$ cat src/rtl/scene_table_writer_pkg.sv
// Shared PPU table layout (sprite/static entry fields, table sizes, button bits)
// and the scene constants used by the table writer.
package scene_table_writer_pkg;

  // Scene geometry
  localparam int STEP      = 2;
  localparam int WORLD_W   = 2047;
  localparam int VIEW_W    = 1024;
  localparam int CAM_MAX   = WORLD_W + 1 - VIEW_W;
  localparam int PLAYER_X0 = 512;
  localparam int ENEMY_XL  = 256;
  localparam int ENEMY_XR  = 768;
  localparam int ENEMY_Y   = 600;

  // Button bit positions inside btn = {up,down,left,right}
  localparam int BTN_RIGHT = 0;
  localparam int BTN_LEFT  = 1;
  localparam int BTN_DOWN  = 2;
  localparam int BTN_UP    = 3;

  // Table sizes
  localparam int N_SPRITES = 6;
  localparam int N_STATICS = 6;

  // Sprite entry: {pal, char, y, x}
  localparam int SPR_X_LSB    = 0;
  localparam int SPR_X_W      = 11;
  localparam int SPR_Y_LSB    = SPR_X_LSB + SPR_X_W;
  localparam int SPR_Y_W      = 11;
  localparam int SPR_CHAR_LSB = SPR_Y_LSB + SPR_Y_W;
  localparam int SPR_CHAR_W   = 6;
  localparam int SPR_PAL_LSB  = SPR_CHAR_LSB + SPR_CHAR_W;
  localparam int SPR_PAL_W    = 2;
  localparam int SPR_W        = SPR_PAL_LSB + SPR_PAL_W;

  // Static entry: {pal, char, row, col}
  localparam int ST_COL_LSB  = 0;
  localparam int ST_COL_W    = 7;
  localparam int ST_ROW_LSB  = ST_COL_LSB + ST_COL_W;
  localparam int ST_ROW_W    = 7;
  localparam int ST_CHAR_LSB = ST_ROW_LSB + ST_ROW_W;
  localparam int ST_CHAR_W   = 6;
  localparam int ST_PAL_LSB  = ST_CHAR_LSB + ST_CHAR_W;
  localparam int ST_PAL_W    = 2;
  localparam int ST_W        = ST_PAL_LSB + ST_PAL_W;

  // Axis arithmetic: unsigned coordinates, steps carry one extra sign bit
  localparam int AXIS_W  = SPR_X_W;
  localparam int AXIS_SW = AXIS_W + 1;
  localparam logic [AXIS_SW-1:0] STEP_POS = AXIS_SW'(STEP);
  localparam logic [AXIS_SW-1:0] STEP_NEG = AXIS_SW'(-STEP);
  localparam logic [AXIS_SW-1:0] CAM_STEP = AXIS_SW'(-(VIEW_W / 2));

  typedef logic [SPR_W-1:0] sprite_t;

  function automatic sprite_t make_sprite(input logic [SPR_PAL_W-1:0]  pal,
                                          input logic [SPR_CHAR_W-1:0] chr,
                                          input logic [SPR_Y_W-1:0]    y,
                                          input logic [SPR_X_W-1:0]    x);
    sprite_t s;
    s = '0;
    s[SPR_X_LSB +: SPR_X_W]       = x;
    s[SPR_Y_LSB +: SPR_Y_W]       = y;
    s[SPR_CHAR_LSB +: SPR_CHAR_W] = chr;
    s[SPR_PAL_LSB +: SPR_PAL_W]   = pal;
    return s;
  endfunction

endpackage

$ cat src/rtl/scene_table_writer_axis_step_sat.sv
// Combinational signed step of an unsigned coordinate, saturated to [lo_i, hi_i].
// Zero latency; no flow control.
module axis_step_sat
  import scene_table_writer_pkg::*;
#(
  parameter int W = AXIS_W
) (
  input  logic [W-1:0] val_i,
  input  logic [W:0]   step_i,
  input  logic [W-1:0] lo_i,
  input  logic [W-1:0] hi_i,
  output logic [W-1:0] res_o
);

  logic signed [W+1:0] sum;
  logic signed [W+1:0] lo_s;
  logic signed [W+1:0] hi_s;

  // Two guard bits keep val + step exact for any step, so nothing can wrap
  assign sum  = $signed({2'b00, val_i}) + $signed({step_i[W], step_i});
  assign lo_s = $signed({2'b00, lo_i});
  assign hi_s = $signed({2'b00, hi_i});

  always_comb begin
    res_o = sum[W-1:0];
    if (sum < lo_s) begin
      res_o = lo_i;
    end else if (sum > hi_s) begin
      res_o = hi_i;
    end
  end

endmodule

$ cat src/rtl/scene_table_writer.sv
// Per-frame scene producer for the PPU: 6-cycle compute after each vsync fall, tables move only in PACK.
// update follows the synced vsync pulse; static writes are held off (static_ready=0) while publishing.
module scene_table_writer
  import scene_table_writer_pkg::*;
(
  input  logic                         clock,
  input  logic                         reset,
  input  logic                         vsync,
  input  logic [3:0]                   btn,
  input  logic                         static_we,
  input  logic [2:0]                   static_idx,
  input  logic [ST_W-1:0]              static_data,
  output logic                         static_ready,
  output logic                         update,
  output logic [N_SPRITES*SPR_W-1:0]   sprites,
  output logic [N_STATICS*ST_W-1:0]    statics,
  output logic [11:0]                  offset_x,
  output logic [11:0]                  offset_y
);

  localparam logic [2:0] S_WAIT_FALL = 3'd0;
  localparam logic [2:0] S_SAMPLE    = 3'd1;
  localparam logic [2:0] S_MOVE      = 3'd2;
  localparam logic [2:0] S_ENEMY     = 3'd3;
  localparam logic [2:0] S_CAMERA    = 3'd4;
  localparam logic [2:0] S_PACK      = 3'd5;
  localparam logic [2:0] S_READY     = 3'd6;
  localparam logic [2:0] S_PUBLISH   = 3'd7;

  localparam logic [AXIS_W-1:0] POS_LO  = '0;
  localparam logic [AXIS_W-1:0] POS_HI  = AXIS_W'(WORLD_W);
  localparam logic [AXIS_W-1:0] EX_LO   = AXIS_W'(ENEMY_XL);
  localparam logic [AXIS_W-1:0] EX_HI   = AXIS_W'(ENEMY_XR);
  localparam logic [AXIS_W-1:0] CAM_HI  = AXIS_W'(CAM_MAX);
  localparam logic [AXIS_W-1:0] P_START = AXIS_W'(PLAYER_X0);

  localparam logic [SPR_PAL_W-1:0]  PLAYER_PAL  = 2'd0;
  localparam logic [SPR_CHAR_W-1:0] PLAYER_CHAR = 6'd1;
  localparam logic [SPR_PAL_W-1:0]  ENEMY_PAL   = 2'd1;
  localparam logic [SPR_CHAR_W-1:0] ENEMY_CHAR  = 6'd2;

  logic [2:0]  state_q, state_d;
  logic        vs_q, vs_prev_q;
  logic        vs_rise, vs_fall;
  logic [3:0]  btn_q;
  logic [AXIS_W-1:0] px_q, py_q, ex_q;
  logic [AXIS_W-1:0] px_d, py_d, ex_d, camx_d, camy_d;
  logic        edir_q;
  logic [11:0] offx_q, offy_q;
  logic [AXIS_SW-1:0] step_x, step_y, step_e;
  logic        wr_fire;
  logic [N_STATICS*ST_W-1:0]  shadow_q;
  logic [N_SPRITES*SPR_W-1:0] sprites_q, sprites_d;
  logic [N_STATICS*ST_W-1:0]  statics_q;
  logic [11:0] offset_x_q, offset_y_q;

  assign vs_rise = vs_q && !vs_prev_q;
  assign vs_fall = !vs_q && vs_prev_q;

  // Raise update in the very cycle the synced rise is seen so it spans the whole pulse
  assign update       = vs_q && ((state_q == S_PUBLISH) || (state_q == S_READY && !vs_prev_q));
  assign static_ready = (state_q != S_PUBLISH) && !update;
  assign wr_fire      = static_we && static_ready;

  always_comb begin
    state_d = state_q;
    case (state_q)
      S_WAIT_FALL: if (vs_fall) state_d = S_SAMPLE;
      S_SAMPLE:    state_d = S_MOVE;
      S_MOVE:      state_d = S_ENEMY;
      S_ENEMY:     state_d = S_CAMERA;
      S_CAMERA:    state_d = S_PACK;
      S_PACK:      state_d = S_READY;
      S_READY:     if (vs_rise) state_d = S_PUBLISH;
      S_PUBLISH:   if (vs_fall) state_d = S_SAMPLE;
      default:     state_d = S_WAIT_FALL;
    endcase
  end

  // Opposite buttons cancel on their axis
  always_comb begin
    step_x = '0;
    step_y = '0;
    if (btn_q[BTN_RIGHT] && !btn_q[BTN_LEFT]) begin
      step_x = STEP_POS;
    end else if (btn_q[BTN_LEFT] && !btn_q[BTN_RIGHT]) begin
      step_x = STEP_NEG;
    end
    if (btn_q[BTN_DOWN] && !btn_q[BTN_UP]) begin
      step_y = STEP_POS;
    end else if (btn_q[BTN_UP] && !btn_q[BTN_DOWN]) begin
      step_y = STEP_NEG;
    end
  end

  assign step_e = edir_q ? STEP_POS : STEP_NEG;

  axis_step_sat #(.W(AXIS_W)) u_player_x (
    .val_i(px_q), .step_i(step_x), .lo_i(POS_LO), .hi_i(POS_HI), .res_o(px_d)
  );
  axis_step_sat #(.W(AXIS_W)) u_player_y (
    .val_i(py_q), .step_i(step_y), .lo_i(POS_LO), .hi_i(POS_HI), .res_o(py_d)
  );
  axis_step_sat #(.W(AXIS_W)) u_enemy_x (
    .val_i(ex_q), .step_i(step_e), .lo_i(EX_LO), .hi_i(EX_HI), .res_o(ex_d)
  );
  axis_step_sat #(.W(AXIS_W)) u_cam_x (
    .val_i(px_q), .step_i(CAM_STEP), .lo_i(POS_LO), .hi_i(CAM_HI), .res_o(camx_d)
  );
  axis_step_sat #(.W(AXIS_W)) u_cam_y (
    .val_i(py_q), .step_i(CAM_STEP), .lo_i(POS_LO), .hi_i(CAM_HI), .res_o(camy_d)
  );

  // Only the player and enemy slots are live; slots 2-5 are reserved and stay zero
  always_comb begin
    sprites_d = '0;
    sprites_d[0 +: SPR_W]     = make_sprite(PLAYER_PAL, PLAYER_CHAR, py_q, px_q);
    sprites_d[SPR_W +: SPR_W] = make_sprite(ENEMY_PAL, ENEMY_CHAR, SPR_Y_W'(ENEMY_Y), ex_q);
  end

  always_ff @(posedge clock or posedge reset) begin
    if (reset) begin
      state_q    <= S_WAIT_FALL;
      vs_q       <= 1'b0;
      vs_prev_q  <= 1'b0;
      btn_q      <= '0;
      px_q       <= P_START;
      py_q       <= P_START;
      ex_q       <= EX_LO;
      edir_q     <= 1'b1;
      offx_q     <= '0;
      offy_q     <= '0;
      shadow_q   <= '0;
      sprites_q  <= '0;
      statics_q  <= '0;
      offset_x_q <= '0;
      offset_y_q <= '0;
    end else begin
      state_q   <= state_d;
      vs_q      <= vsync;
      vs_prev_q <= vs_q;

      if (state_q == S_SAMPLE) begin
        btn_q <= btn;
      end
      if (state_q == S_MOVE) begin
        px_q <= px_d;
        py_q <= py_d;
      end
      // A clamped result equal to a bound means the bound was reached or crossed
      if (state_q == S_ENEMY) begin
        ex_q <= ex_d;
        if (edir_q && ex_d == EX_HI) begin
          edir_q <= 1'b0;
        end else if (!edir_q && ex_d == EX_LO) begin
          edir_q <= 1'b1;
        end
      end
      if (state_q == S_CAMERA) begin
        offx_q <= {1'b0, camx_d};
        offy_q <= {1'b0, camy_d};
      end
      if (state_q == S_PACK) begin
        sprites_q  <= sprites_d;
        statics_q  <= shadow_q;
        offset_x_q <= offx_q;
        offset_y_q <= offy_q;
      end

      // Indices 6 and 7 complete the handshake but match no slot
      for (int i = 0; i < N_STATICS; i++) begin
        if (wr_fire && static_idx == 3'(i)) begin
          shadow_q[i*ST_W +: ST_W] <= static_data;
        end
      end
    end
  end

  assign sprites  = sprites_q;
  assign statics  = statics_q;
  assign offset_x = offset_x_q;
  assign offset_y = offset_y_q;

endmodule

$ cat config.mk
export PLATFORM = sky130hd
export DESIGN_NAME = scene_table_writer
export DESIGN_NICKNAME = d
export VERILOG_FILES = /design/src/rtl/scene_table_writer_pkg.sv /design/src/rtl/scene_table_writer_axis_step_sat.sv /design/src/rtl/scene_table_writer.sv
export SDC_FILE = /design/constraint.sdc
export NUM_CORES = 1
export LEC_CHECK = 0
export BUFFER_PORTS_ARGS = -buffer_cell sky130_fd_sc_hd__buf_2
export CAP_MARGIN = 30
export CORE_MARGIN = 1
export CORE_UTILIZATION = 25
export DETAILED_ROUTE_END_ITERATION = 12
export PLACE_DENSITY_LB_ADDON = 0.25
export SLEW_MARGIN = 10
export SYNTH_ARGS = -nofsm -noshare
export SYNTH_HDL_FRONTEND = slang
export SYNTH_HIERARCHICAL = 1
export SYNTH_SLANG_ARGS = --single-unit
$ cat constraint.sdc
create_clock -name clock -period 20.2 [get_ports clock]
set_clock_uncertainty 0.2 [all_clocks]
set_input_delay 2.02 -clock clock [delete_from_list [all_inputs] [get_ports clock]]
set_output_delay 2.02 -clock clock [all_outputs]
set_load 0.05 [all_outputs]
# ---- Word level (Yosys, flattened, before mapping)
# Index checks and enable logic that the tools add are counted.
# Widths: inputs -> output; s select.
dict set report classes {
  addsub 5
  n_lt_le_gt_ge 10
  n_eq_ne 17
  mux 20
  reduce_logical 33
}
# op n
set ops {}
lappend ops {{$mux 11} 10}
lappend ops {{$mux 12} 5}
lappend ops {{$gt 13x12->1 const B} 4}
lappend ops {{$lt 13x1->1 const B} 4}
lappend ops {{$add 12x12->13} 3}
lappend ops {{$add 12x10->13 const B} 2}
lappend ops {{$pmux 3 s7} 1}
lappend ops {{$eq 3x3->1 const B} 6}
lappend ops {{$logic_and 1x1->1} 18}
lappend ops {{$gt 13x11->1 const B} 1}
lappend ops {{$lt 13x10->1 const B} 1}
lappend ops {{$eq 3x2->1 const B} 4}
lappend ops {{$eq 11x10->1 const B} 1}
lappend ops {{$eq 11x9->1 const B} 1}
lappend ops {{$logic_not 1->1} 8}
lappend ops {{$eq 3x1->1 const B} 2}
lappend ops {{$logic_not 3->1} 2}
lappend ops {{$mux 3} 2}
lappend ops {{$reduce_and 2->1} 2}
lappend ops {{$ne 3x3->1 const B} 1}
lappend ops {{$mux 1} 2}
lappend ops {{$ne 2x1->1 const B} 1}
lappend ops {{$ne 2x2->1 const B} 1}
lappend ops {{$reduce_bool 2->1} 1}
lappend ops {{other kinds (2)} 2}
dict set report totals {
  regBits 386
  in_bits 33
  out_inout_bits 338
  word_cells 105
}

# ---- Longest topological paths before layout
# Gate-level depths: netlist of run 1.
dict set report logic_depth {
  ltp_word 9
  depth_mapped 22
  mapped_depth_nobuf 21
}

# ---- Cells and area by module
# The synthesis of run 1 kept the hierarchy.
# module n_inst cells_each area_per_inst_um2
set modules_own_cells {}
lappend modules_own_cells {scene_table_writer 1 1023 15677.5}
lappend modules_own_cells {{axis_step_sat (u_cam_x ...)} 4 182 1390.1}
lappend modules_own_cells {{axis_step_sat (u_player_y)} 1 162 1342.5}

# ---- Worst setup path before layout of run 1
# OpenSTA, ideal clock, no wires.
dict set report synth_timing {
  path_kind {flip-flop to flip-flop}
  start {register edir_q}
  end {register edir_q}
  setup_time_ps 77
  arrival_time_ps 4484
  required_time_ps 19923
  path_slack_ps 15439
  stages_incl_launch_ff 20
  path_buffers 1
  period_less_slack_ps 4761
  path_cell_list {dfstp_2 > inv_1 > ha_1 > o21ai_0 > nor3_2 > a211o_2 > a21oi_1 > xnor2_1 > ha_1 > a21oi_1 > o22ai_1 > nor4_1 > o21a_1 > nor2_1 > o21a_2 > buf_4 > o221a_2 > or4_1 > nor4_1 > mux2i_1}
}
dict set report synth_via {
  elab_chain_cells 9
}
# element line
set synth_rtl {}
lappend synth_rtl {{start: declaration} scene_table_writer.sv:48} ;# logic edir_q;
lappend synth_rtl {{start signal: assignment} scene_table_writer.sv:130} ;# edir_q <= 1'b1;
lappend synth_rtl {{start signal: assignment} scene_table_writer.sv:154} ;# edir_q <= 1'b0;
lappend synth_rtl {{start signal: assignment} scene_table_writer.sv:156} ;# edir_q <= 1'b1;
lappend synth_rtl {{$mux 12 *} scene_table_writer.sv:96} ;# assign step_e = edir_q ? STEP_POS : STEP_NEG;
lappend synth_rtl {{named net step_e[10]} scene_table_writer.sv:50} ;# logic [AXIS_SW-1:0] step_x, step_y, step_e;
lappend synth_rtl {{$add 12x12->13 *} scene_table_writer_axis_step_sat.sv:20} ;# assign sum = $signed({2'b00, val_i}) + $signed({step_i[W], step_i});
lappend synth_rtl {{$gt 13x11->1} scene_table_writer_axis_step_sat.sv:28} ;# end else if (sum > hi_s) begin
lappend synth_rtl {{$mux 11} scene_table_writer_axis_step_sat.sv:28}
lappend synth_rtl {{$mux 11 *} scene_table_writer_axis_step_sat.sv:26} ;# if (sum < lo_s) begin
lappend synth_rtl {{named net ex_d[1]} scene_table_writer.sv:47} ;# logic [AXIS_W-1:0] px_d, py_d, ex_d, camx_d, camy_d;
lappend synth_rtl {{$eq 11x10->1 or $eq 11x9->1 (tied branches)} {scene_table_writer.sv:153, scene_table_writer.sv:155}}
lappend synth_rtl {{$logic_and 1x1->1 (on tied branches)} {scene_table_writer.sv:153, scene_table_writer.sv:155}}
lappend synth_rtl {{$reduce_bool 2->1 (no source line)} --}
lappend synth_rtl {{$reduce_and 2->1 (no source line)} --}
# The timed path passes the listed nets; every way through them passes the cells marked *.
# A chain may end at the register's enable or synchronous reset.

# ---- Worst setup path in the final report of run 1
# Same ends and word-level chain as after synthesis.

==> flow_summary.toml, run 1 <==
[outcome]
status = "finished, final reports clean"

[clock_tree]
clkTransAtPathRegs_ns = 0.06
numCtsBuffers = 46
cts_resized = 0
ctsHoldBuffers = 0
cts_buffer_depth = 3
cts_tree = "done"
clock-sinks = 385
htree_levels = 2
clkLatencyLatePin_ns = 0.58
post_cts_buffers = 0
cts_root_buf = "clkbuf_16"

[timing]
fin_crit_ns = 5.63
slew_headroom_pct = 33.3
rsz0062_at_grt = "no"
tns_ns = 0
worst_pin_slew_ns = 0.998
maxSlewViolCount = 0
finalCritPeriodShare_pct = 27.9
fmax_mhz = 178
hold_viol_final = 0
setup_viol = 0
fin_ws_ns = 14.57
whs_ns = 0.271

[place]
gp_congestion = 0.822
placed_area_sq_um = 25300
hpwl_mm = 41.1
pre_cts_slack_ns = 14.63
numPortBuffers = 228

[grt]
grt_max_degree = 147
antenna_found_initial = 3
gr-total-overflow = 0
grt_usage_pct = 11.8
grt_pass1_wl_mm = 85.9
grt_pass1_vias = 15200

[yosys]
synth-async-reset-ratio_pct = 100
ys_seq_area_share_pct = 42.7
synth-edff-count = 0
ys_ff_latch = 385
syn_area_per_cell_sq_um = 11.8
netlist_area_sq_um = 22600
ys.flop_type = "dfrtp_1"
syn_inst = 1913
synth_cell_type_count = 75
synth_warnings = 6

[floorplanning]
rows = 109
die_w_um = 303
die_area_sq_um = 91500
start_util_pct = 25.4
pin_count = 371
die_h_um = 303
coreArea_sq_um = 88900

[critical_path]
cp-end-kind = "flip-flop"
start_kind = "flip-flop"
path_class = "flip-flop to flip-flop"
timing.rr.end = "edir_q"
r2r_cells = 17
worst-r2r-setup-slack_ns = 14.57
worstPathRequired_ns = 20.51
startpoint = "edir_q"
slowest_stage = "nor4b_2"
worstPathMaxFanout = 16
r2r-start = "edir_q"
crit_top_cell = "ha_1"
crit_end = "edir_q"
worst_ep_arrival_time_ns = 5.94
path_cells = "inv_1, ha_1, nor2b_1, o21ai_1, a21oi_1, o41ai_2, o31a_1, ha_1, o21a_1, o32ai_1, a31o_2, nor4b_2, nand2_1, o221a_2, or4_1, nor4_1, mux2i_1"
cp_slowest_stage_delay_ns = 0.80

[finish]
drive_gt1_share_pct = 33.4
fillers = 9156
syn_to_final_growth_pct = 19.1
nNetsFinal = 2593
antenna_cells = 0
design_area_sq_um = 26900

[drt]
totalWireLength_mm = 55.3
ant_nets = 0
drtIter0Drc = 582
vias_per_cell = 4.20
first_pass_iters = 4
remaining_drc_errors = 0
num_vias = 15100
detail_route.wl_per_cell_um = 15.4

[run]
max-cap-violations = 0

[min_path]
min_path_type = "flip-flop to flip-flop"
[final cells by class]
class	count	area, sq um	area share (%)
Sequential cell	385	9640	35.9
Clock inverter	26	297	1.10
Tap cell	1165	1460	5.42
Clock buffer	58	1260	4.67
Inverter	157	597	2.22
Timing Repair Buffer	248	1380	5.12
Multi-Input combinational cell	1551	12300	45.6
[worst min path at each step]
stage                end  slack, ns  from  cells after the start
3_3_place_gp   vs_prev_q       0.25  vs_q                      0
5_1_grt        vs_prev_q       0.30  vs_q                      0
6_report       vs_prev_q       0.27  vs_q                      0
2_1_floorplan  vs_prev_q       0.22  vs_q                      0
4_1_cts        vs_prev_q       0.27  vs_q                      0
3_5_place_dp   vs_prev_q       0.26  vs_q                      0
[placed cells by master (no fill, tap or decap), types with 44 or more instances in the layout]
cell,instances
mux2_2,374
conb_1,393
buf_2,228
clkbuf_16,46
a21oi_1,56
ha_1,166
o221a_2,44
dfrtp_1,381
nor2_1,48
nand2_1,54
inv_1,156
[state kept, by name, indices dropped and copies added, names as in the netlist]
signal	flops
state_q	3
shadow_q	132
ex_q	11
offy_q	11
vs_q	1
edir_q	1
px_q	11
statics	132
sprites	34
btn_q	4
offset_y	11
offx_q	11
py_q	11
offset_x	11
vs_prev_q	1
[worst max-delay path, delay by kind of cell (launching register included)]
kind | cells | cell delay, ns
buf+inv | 1 | 0.23
fa+ha+maj | 2 | 0.71
mux | 1 | 0.22
simple gates | 5 | 1.95
flops | 1 | 0.51
compound gates | 8 | 1.73
[stage by stage]
step | instances | utilization, %
final | 3590 | 30.2
after global routing | 3590 | 30.2
after CTS | 3586 | 30.2
after detailed placement | 3502 | 28.4
after global placement | 3498 | 28.3
after floorplan | 2304 | -
[synth_stat cells, types with 14 or more instances]
| cell type | instances | area (sq um) |
|---|---|---|
| dfrtp_1 | 381 | 9530 |
| nand2b_1 | 16 | 100 |
| o21a_1 | 21 | 158 |
| mux2i_1 | 21 | 210 |
| buf_2 | 21 | 105 |
| a21oi_1 | 56 | 280 |
| nand3_1 | 25 | 125 |
| nand3b_1 | 28 | 210 |
| ha_1 | 166 | 2080 |
| buf_4 | 170 | 1280 |
| nor3_1 | 17 | 85.1 |
| a21o_1 | 22 | 165 |
| nor2b_1 | 17 | 106 |
| o221a_2 | 44 | 495 |
| a211oi_1 | 14 | 105 |
| xnor2_1 | 27 | 236 |
| o21ai_1 | 15 | 75.1 |
| nand4_1 | 15 | 93.8 |
| nand2_1 | 55 | 206 |
| inv_1 | 157 | 589 |
| o21ai_0 | 35 | 175 |
| nor2_1 | 48 | 180 |
| mux2_2 | 374 | 4210 |
[metal layers]
layer | vias to the layer above | share of wire (%) | global-route usage [%] | wire length, um
met5 | - | 0.067 | 0 | 37
met4 | 6 | 2.1 | 2.90 | 1180
met3 | 80 | 6.9 | 3.48 | 3840
met2 | 297 | 46 | 19.5 | 25600
met1 | 7390 | 45 | 15.0 | 24600
li1 | 7294 | - | - | -
[logic make-up (layout without fill, tap and decap cells)]
group | Yosys count | after routing | synth area share, %
XOR/XNOR | 36 | 36 | 1.43
multiplexers | 397 | 397 | 19.7
adder cells (fa/ha/maj) | 171 | 171 | 9.64
flip-flops | 385 | 385 | 42.7
buffers and inverters | 368 | 489 | 9.55
other | 2 | 393 | 0.0333
AND/OR/NAND/NOR | 266 | 266 | 6.69
AO/OA/AOI/OAI | 288 | 288 | 10.3
Power of run 1 is left out: the tool's default activity adds up to more than one toggle a clock period on the data nets, which glitch-free logic cannot reach.
==> run 2: changes to the inputs <==
==> constraint.sdc (replaced) <==
create_clock -name clock -period 5.58 [get_ports clock]
set_clock_uncertainty 0.2 [all_clocks]
set_input_delay 0.558 -clock clock [delete_from_list [all_inputs] [get_ports clock]]
set_output_delay 0.558 -clock clock [all_outputs]
set_load 0.05 [all_outputs]
==> run 2 against run 1 <==
Routed wire length grew 0.88%. Maximum frequency grew 10%. Global-route usage grew 0.15 points. Die area is the same. Core utilization grew 0.24 points.
==> flow_summary.toml, run 2 (synthesis results as in run 1) <==
[finish]
drive_gt1_share_pct = 33.5
final_util_pct = 30.5
stdcell_count = 3603
final_cell_mix = "393 x conb_1, 381 x dfrtp_1, 374 x mux2_2"
nNetsFinal = 2602
mostFrequentLayoutCell = "conb_1"
syn_to_final_growth_pct = 20.0

[critical_path]
r2r-start = "edir_q"
cp-end-kind = "flip-flop"
r2r_cells = 18
start_kind = "flip-flop"
worst_ep_arrival_time_ns = 5.43
path_class = "flip-flop to flip-flop"
worstPathMaxFanout = 12
worstPathRequired_ns = 5.89
timing.rr.end = "edir_q"
worst-r2r-setup-slack_ns = 0.46

[timing]
fin_crit_ns = 5.12
fmax_mhz = 195
fin_ws_ns = 0.457
finalCritPeriodShare_pct = 91.8
rsz0062_at_grt = "no"
worst_pin_slew_ns = 0.873
hold_viol_final = 0
maxSlewViolCount = 0
setup_viol = 0
slew_headroom_pct = 41.4

[place]
hpwl_mm = 41.0
pre_cts_slack_ns = 0.495
placed_cells = 3505
gp_congestion = 0.790
numPortBuffers = 228

[clock_tree]
cts_resized = 0
cts_buffer_depth = 3
htree_levels = 2
cts_tree = "done"
numCtsBuffers = 47
cts_root_buf = "clkbuf_16"
clock-sinks = 385
clkLatencyLatePin_ns = 0.58
clkTransAtPathRegs_ns = 0.06

[floorplanning]
die_w_um = 303
start_util_pct = 25.4
die_h_um = 303
die_area_sq_um = 91500
coreArea_sq_um = 88900
rows = 109
pin_count = 371

[min_path]
whs_endpoint = "btn_q[3]"
min_path_type = "input pin to flip-flop"
whs_path_depth = 3
min_from = "btn[3]"

[drt]
totalWireLength_mm = 55.8
drtIter0Drc = 543
vias_per_cell = 4.20
remaining_drc_errors = 0
ant_nets = 0
detail_route.wl_per_cell_um = 15.5
first_pass_iters = 4
num_vias = 15100

[outcome]
status = "finished, final reports clean"

[grt]
grt_pass1_vias = 15300
gr-total-overflow = 0
antenna_found_initial = 4
grt_max_degree = 142
grt_usage_pct = 12.0
grt_pass1_wl_mm = 86.8

[run]
max-cap-violations = 0
-- run 2: cell types whose count changed in the layout (fill, tap and decap cells not counted), moves of 2 or more --
| cell | previous run | this run |
|---|---|---|
| buf_16 | 3 | 0 |
| bufinv_16 | 4 | 8 |
| clkinvlp_4 | 3 | 6 |
| buf_4 | 13 | 16 |
| clkbuf_4 | 2 | 0 |
| dlygate4sd3_1 | 0 | 5 |
| buf_12 | 2 | 5 |
| clkbuf_16 | 46 | 48 |
| clkinv_2 | 12 | 9 |
| clkbuf_1 | 6 | 3 |
| diode_2 | 0 | 2 |
-- run 2: cell type report --
class,instances,area [sq um]
fillers,9133,61800
multi-input cells,1551,12300
flip-flops and latches,385,9640
well taps,1165,1460
repair buffers,256,1420
clock buffers,57,1290
inverters,157,593
clock inverters,30,430
diodes,2,5.00
-- run 2: stage by stage --
step                      hold slack [ns]  cell area [sq um]  setup TNS (ns)
after floorplan                     0.218              24100         -133.61
after global placement              0.259              25300               0
after detailed placement            0.272              25300               0
after CTS                          0.0468              27100               0
after global routing               0.0718              27100               0
final                              0.0811              27100               0
-- run 2: worst max-delay path, stage by stage, from the launching register on --
cell	delay, ns
dfstp_2	0.52
inv_1	0.10
buf_4	0.21
ha_1	0.36
and4_1	0.24
nand2_1	0.07
a21oi_1	0.08
o41ai_2	0.44
o31a_1	0.30
ha_1	0.27
nand4_1	0.07
o32ai_1	0.07
a31o_2	0.23
nor3_1	0.14
o21ai_1	0.27
o221a_2	0.35
or4_1	0.52
nor4_1	0.36
mux2i_1	0.23
-- run 2: routing by layer --
layer,GRT usage (%),vias to the layer above,share of wire (%),wire (um)
met4,2.78,2,1.8,1020
li1,-,7295,-,-
met3,3.13,75,6.1,3380
met5,0,-,0.036,20
met1,15.5,7467,45,25200
met2,19.9,303,47,26200
-- run 2: worst max path at each step --
stage / from / end / slack, ns / depth (start not counted)
CTS: edir_q / edir_q / 0.47 / 18
global route: edir_q / edir_q / 0.17 / 18
detailed placement: edir_q / edir_q / 0.50 / 18
floorplan: reset / btn_q[0] / -0.35 / 1
global placement: edir_q / edir_q / 0.50 / 18
finish: edir_q / edir_q / 0.46 / 18
-- run 2: repair_timing --
item / CTS / global route
setup buffers: 0 / 0
endpoints found under the hold margin: 30 / 0
hold buffers: 5 / 0
setup endpoints to repair: 0 / 0
Power of run 2 is left out for the same reason.
==> run 3: changes to the inputs <==
--- a/config.mk
+++ b/config.mk
@@ -5,11 +5,11 @@
 export SDC_FILE = /design/constraint.sdc
 export NUM_CORES = 1
 export LEC_CHECK = 0
-export BUFFER_PORTS_ARGS = -buffer_cell sky130_fd_sc_hd__buf_2
 export CAP_MARGIN = 30
 export CORE_MARGIN = 1
 export CORE_UTILIZATION = 25
 export DETAILED_ROUTE_END_ITERATION = 12
+export DONT_BUFFER_PORTS = 1
 export PLACE_DENSITY_LB_ADDON = 0.25
 export SLEW_MARGIN = 10
 export SYNTH_ARGS = -nofsm -noshare
==> run 3 against run 2 <==
Clock-buffer cell count down 1. Flip-flop and latch count unchanged. Critical path type unchanged. Register-to-register slack better by 0.02 ns. Highest routed layer unchanged.
==> flow_summary.toml, run 3 (synthesis results as in run 1) <==
[grt]
grt_pass1_wl_mm = 84.3
grt_max_degree = 156
gr-total-overflow = 0
grt_pass1_vias = 14500
antenna_found_initial = 5
grt_usage_pct = 11.7

[clock_tree]
numCtsBuffers = 43
cts_root_buf = "clkbuf_16"
clkLatencyLatePin_ns = 0.57
clkTransAtPathRegs_ns = 0.06
cts_buffer_depth = 3
clock-sinks = 385
post_cts_buffers = 0
htree_levels = 2
cts_tree = "done"

[finish]
design_area_sq_um = 26000
final_cell_mix = "393 x conb_1, 380 x dfrtp_1, 374 x mux2_2"
fillers = 9119
final_util_pct = 29.2
drive_gt1_share_pct = 26.1
seq_area_sq_um = 9640
mostFrequentLayoutCell = "conb_1"
syn_to_final_growth_pct = 15.0
nNetsFinal = 2397
multi_input_area_sq_um = 12300

[drt]
remaining_drc_errors = 0
drtIter0Drc = 664
met1Wirelength_mm = 22.8
ant_nets = 0
num_vias = 14300
first_pass_iters = 7
vias_per_cell = 4.21
totalWireLength_mm = 54.6
detail_route.wl_per_cell_um = 16.1
top_layer = "met5"
route.met3.wl_mm = 5.47
wl_met2_mm = 25.2

[place]
placed_area_sq_um = 24200
numPortBuffers = 0
pre_cts_slack_ns = 0.536
gp_congestion = 0.823
hpwl_mm = 40.1

[min_path]
whs_endpoint = "shadow_q[91]"
min_from = "static_idx[2]"
whs_path_depth = 2
min_path_type = "input pin to flip-flop"

[critical_path]
cp-end-kind = "flip-flop"
worstPathMaxFanout = 14
r2r_cells = 19
start_kind = "flip-flop"
worstPathRequired_ns = 5.87
r2r-start = "edir_q"
timing.rr.end = "edir_q"
cp_slowest_stage_delay_ns = 0.52
worst_ep_arrival_time_ns = 5.40
path_class = "flip-flop to flip-flop"
path_cells = "inv_1, buf_4, ha_1, o21ai_0, nor3_2, a211o_2, a21oi_1, xnor2_1, ha_1, a21oi_1, o22ai_1, nor4_1, o21a_1, nor2_1, o21a_2, o221a_2, or4_1, nor4_1, mux2i_1"
slowest_stage = "or4_1"
worst-r2r-setup-slack_ns = 0.48

[floorplanning]
coreArea_sq_um = 88900
die_area_sq_um = 91500
pin_count = 371
start_util_pct = 25.4
die_w_um = 303
die_h_um = 303
rows = 109

[timing]
fmax_mhz = 196
rsz0062_at_grt = "no"
finalCritPeriodShare_pct = 91.4
hold_viol_final = 0
fin_crit_ns = 5.10
maxSlewViolCount = 0
worst_pin_slew_ns = 0.971
fin_ws_ns = 0.479
setup_viol = 0
slew_headroom_pct = 35.3

[outcome]
status = "finished, final reports clean"

[run]
max-cap-violations = 0
[run 3: worst max-delay path by stage]
stage                       from       end  slack [ns]
after floorplan            reset  btn_q[0]       -0.35
after global placement    edir_q    edir_q        0.58
after detailed placement  edir_q    edir_q        0.54
after CTS                 edir_q    edir_q        0.52
after global routing      edir_q    edir_q        0.16
final                     edir_q    edir_q        0.48
[run 3: worst max-delay path: cells and delay by family, from the launching register on]
kind                     cells  cell delay, ns
AO/OA/AOI/OAI                8            1.41
XOR/XNOR                     1            0.35
adder cells (fa/ha/maj)      2            0.65
buffers and inverters        2            0.25
flip-flops                   1            0.51
multiplexers                 1            0.22
AND/OR/NAND/NOR              5            1.43
[run 3: metrics by stage]
stage | hold slack [ns] | instances | setup TNS, ns
2_1_floorplan | 0.218 | 2304 | -133.61
3_3_place_gp | 0.261 | 3279 | 0
3_5_place_dp | 0.262 | 3280 | 0
4_1_cts | 0.113 | 3386 | 0
5_1_grt | 0.141 | 3393 | 0
6_report | 0.158 | 3396 | 0
[run 3: what timing repair did]
item,in CTS,in global routing
hold buffers,28,0
resized for setup,0,0
hold endpoints to repair,167,0
[run 3: final cells by class]
class / count / area share, %
inverters: 157 / 2.28
repair buffers: 55 / 2.08
multi-input cells: 1551 / 47.2
clock inverters: 22 / 1.02
diodes: 5 / 0.0482
well taps: 1165 / 5.61
flip-flops and latches: 385 / 37.1
clock buffers: 56 / 4.64
[run 3: routing by layer]
| metal | vias up | GRT usage (%) |
|---|---|---|
| li1 | 6884 | - |
| met1 | 7001 | 13.9 |
| met2 | 331 | 19.3 |
| met3 | 74 | 5.06 |
| met4 | 2 | 2.82 |
| met5 | - | 0 |
Power of run 3 is left out for the same reason.
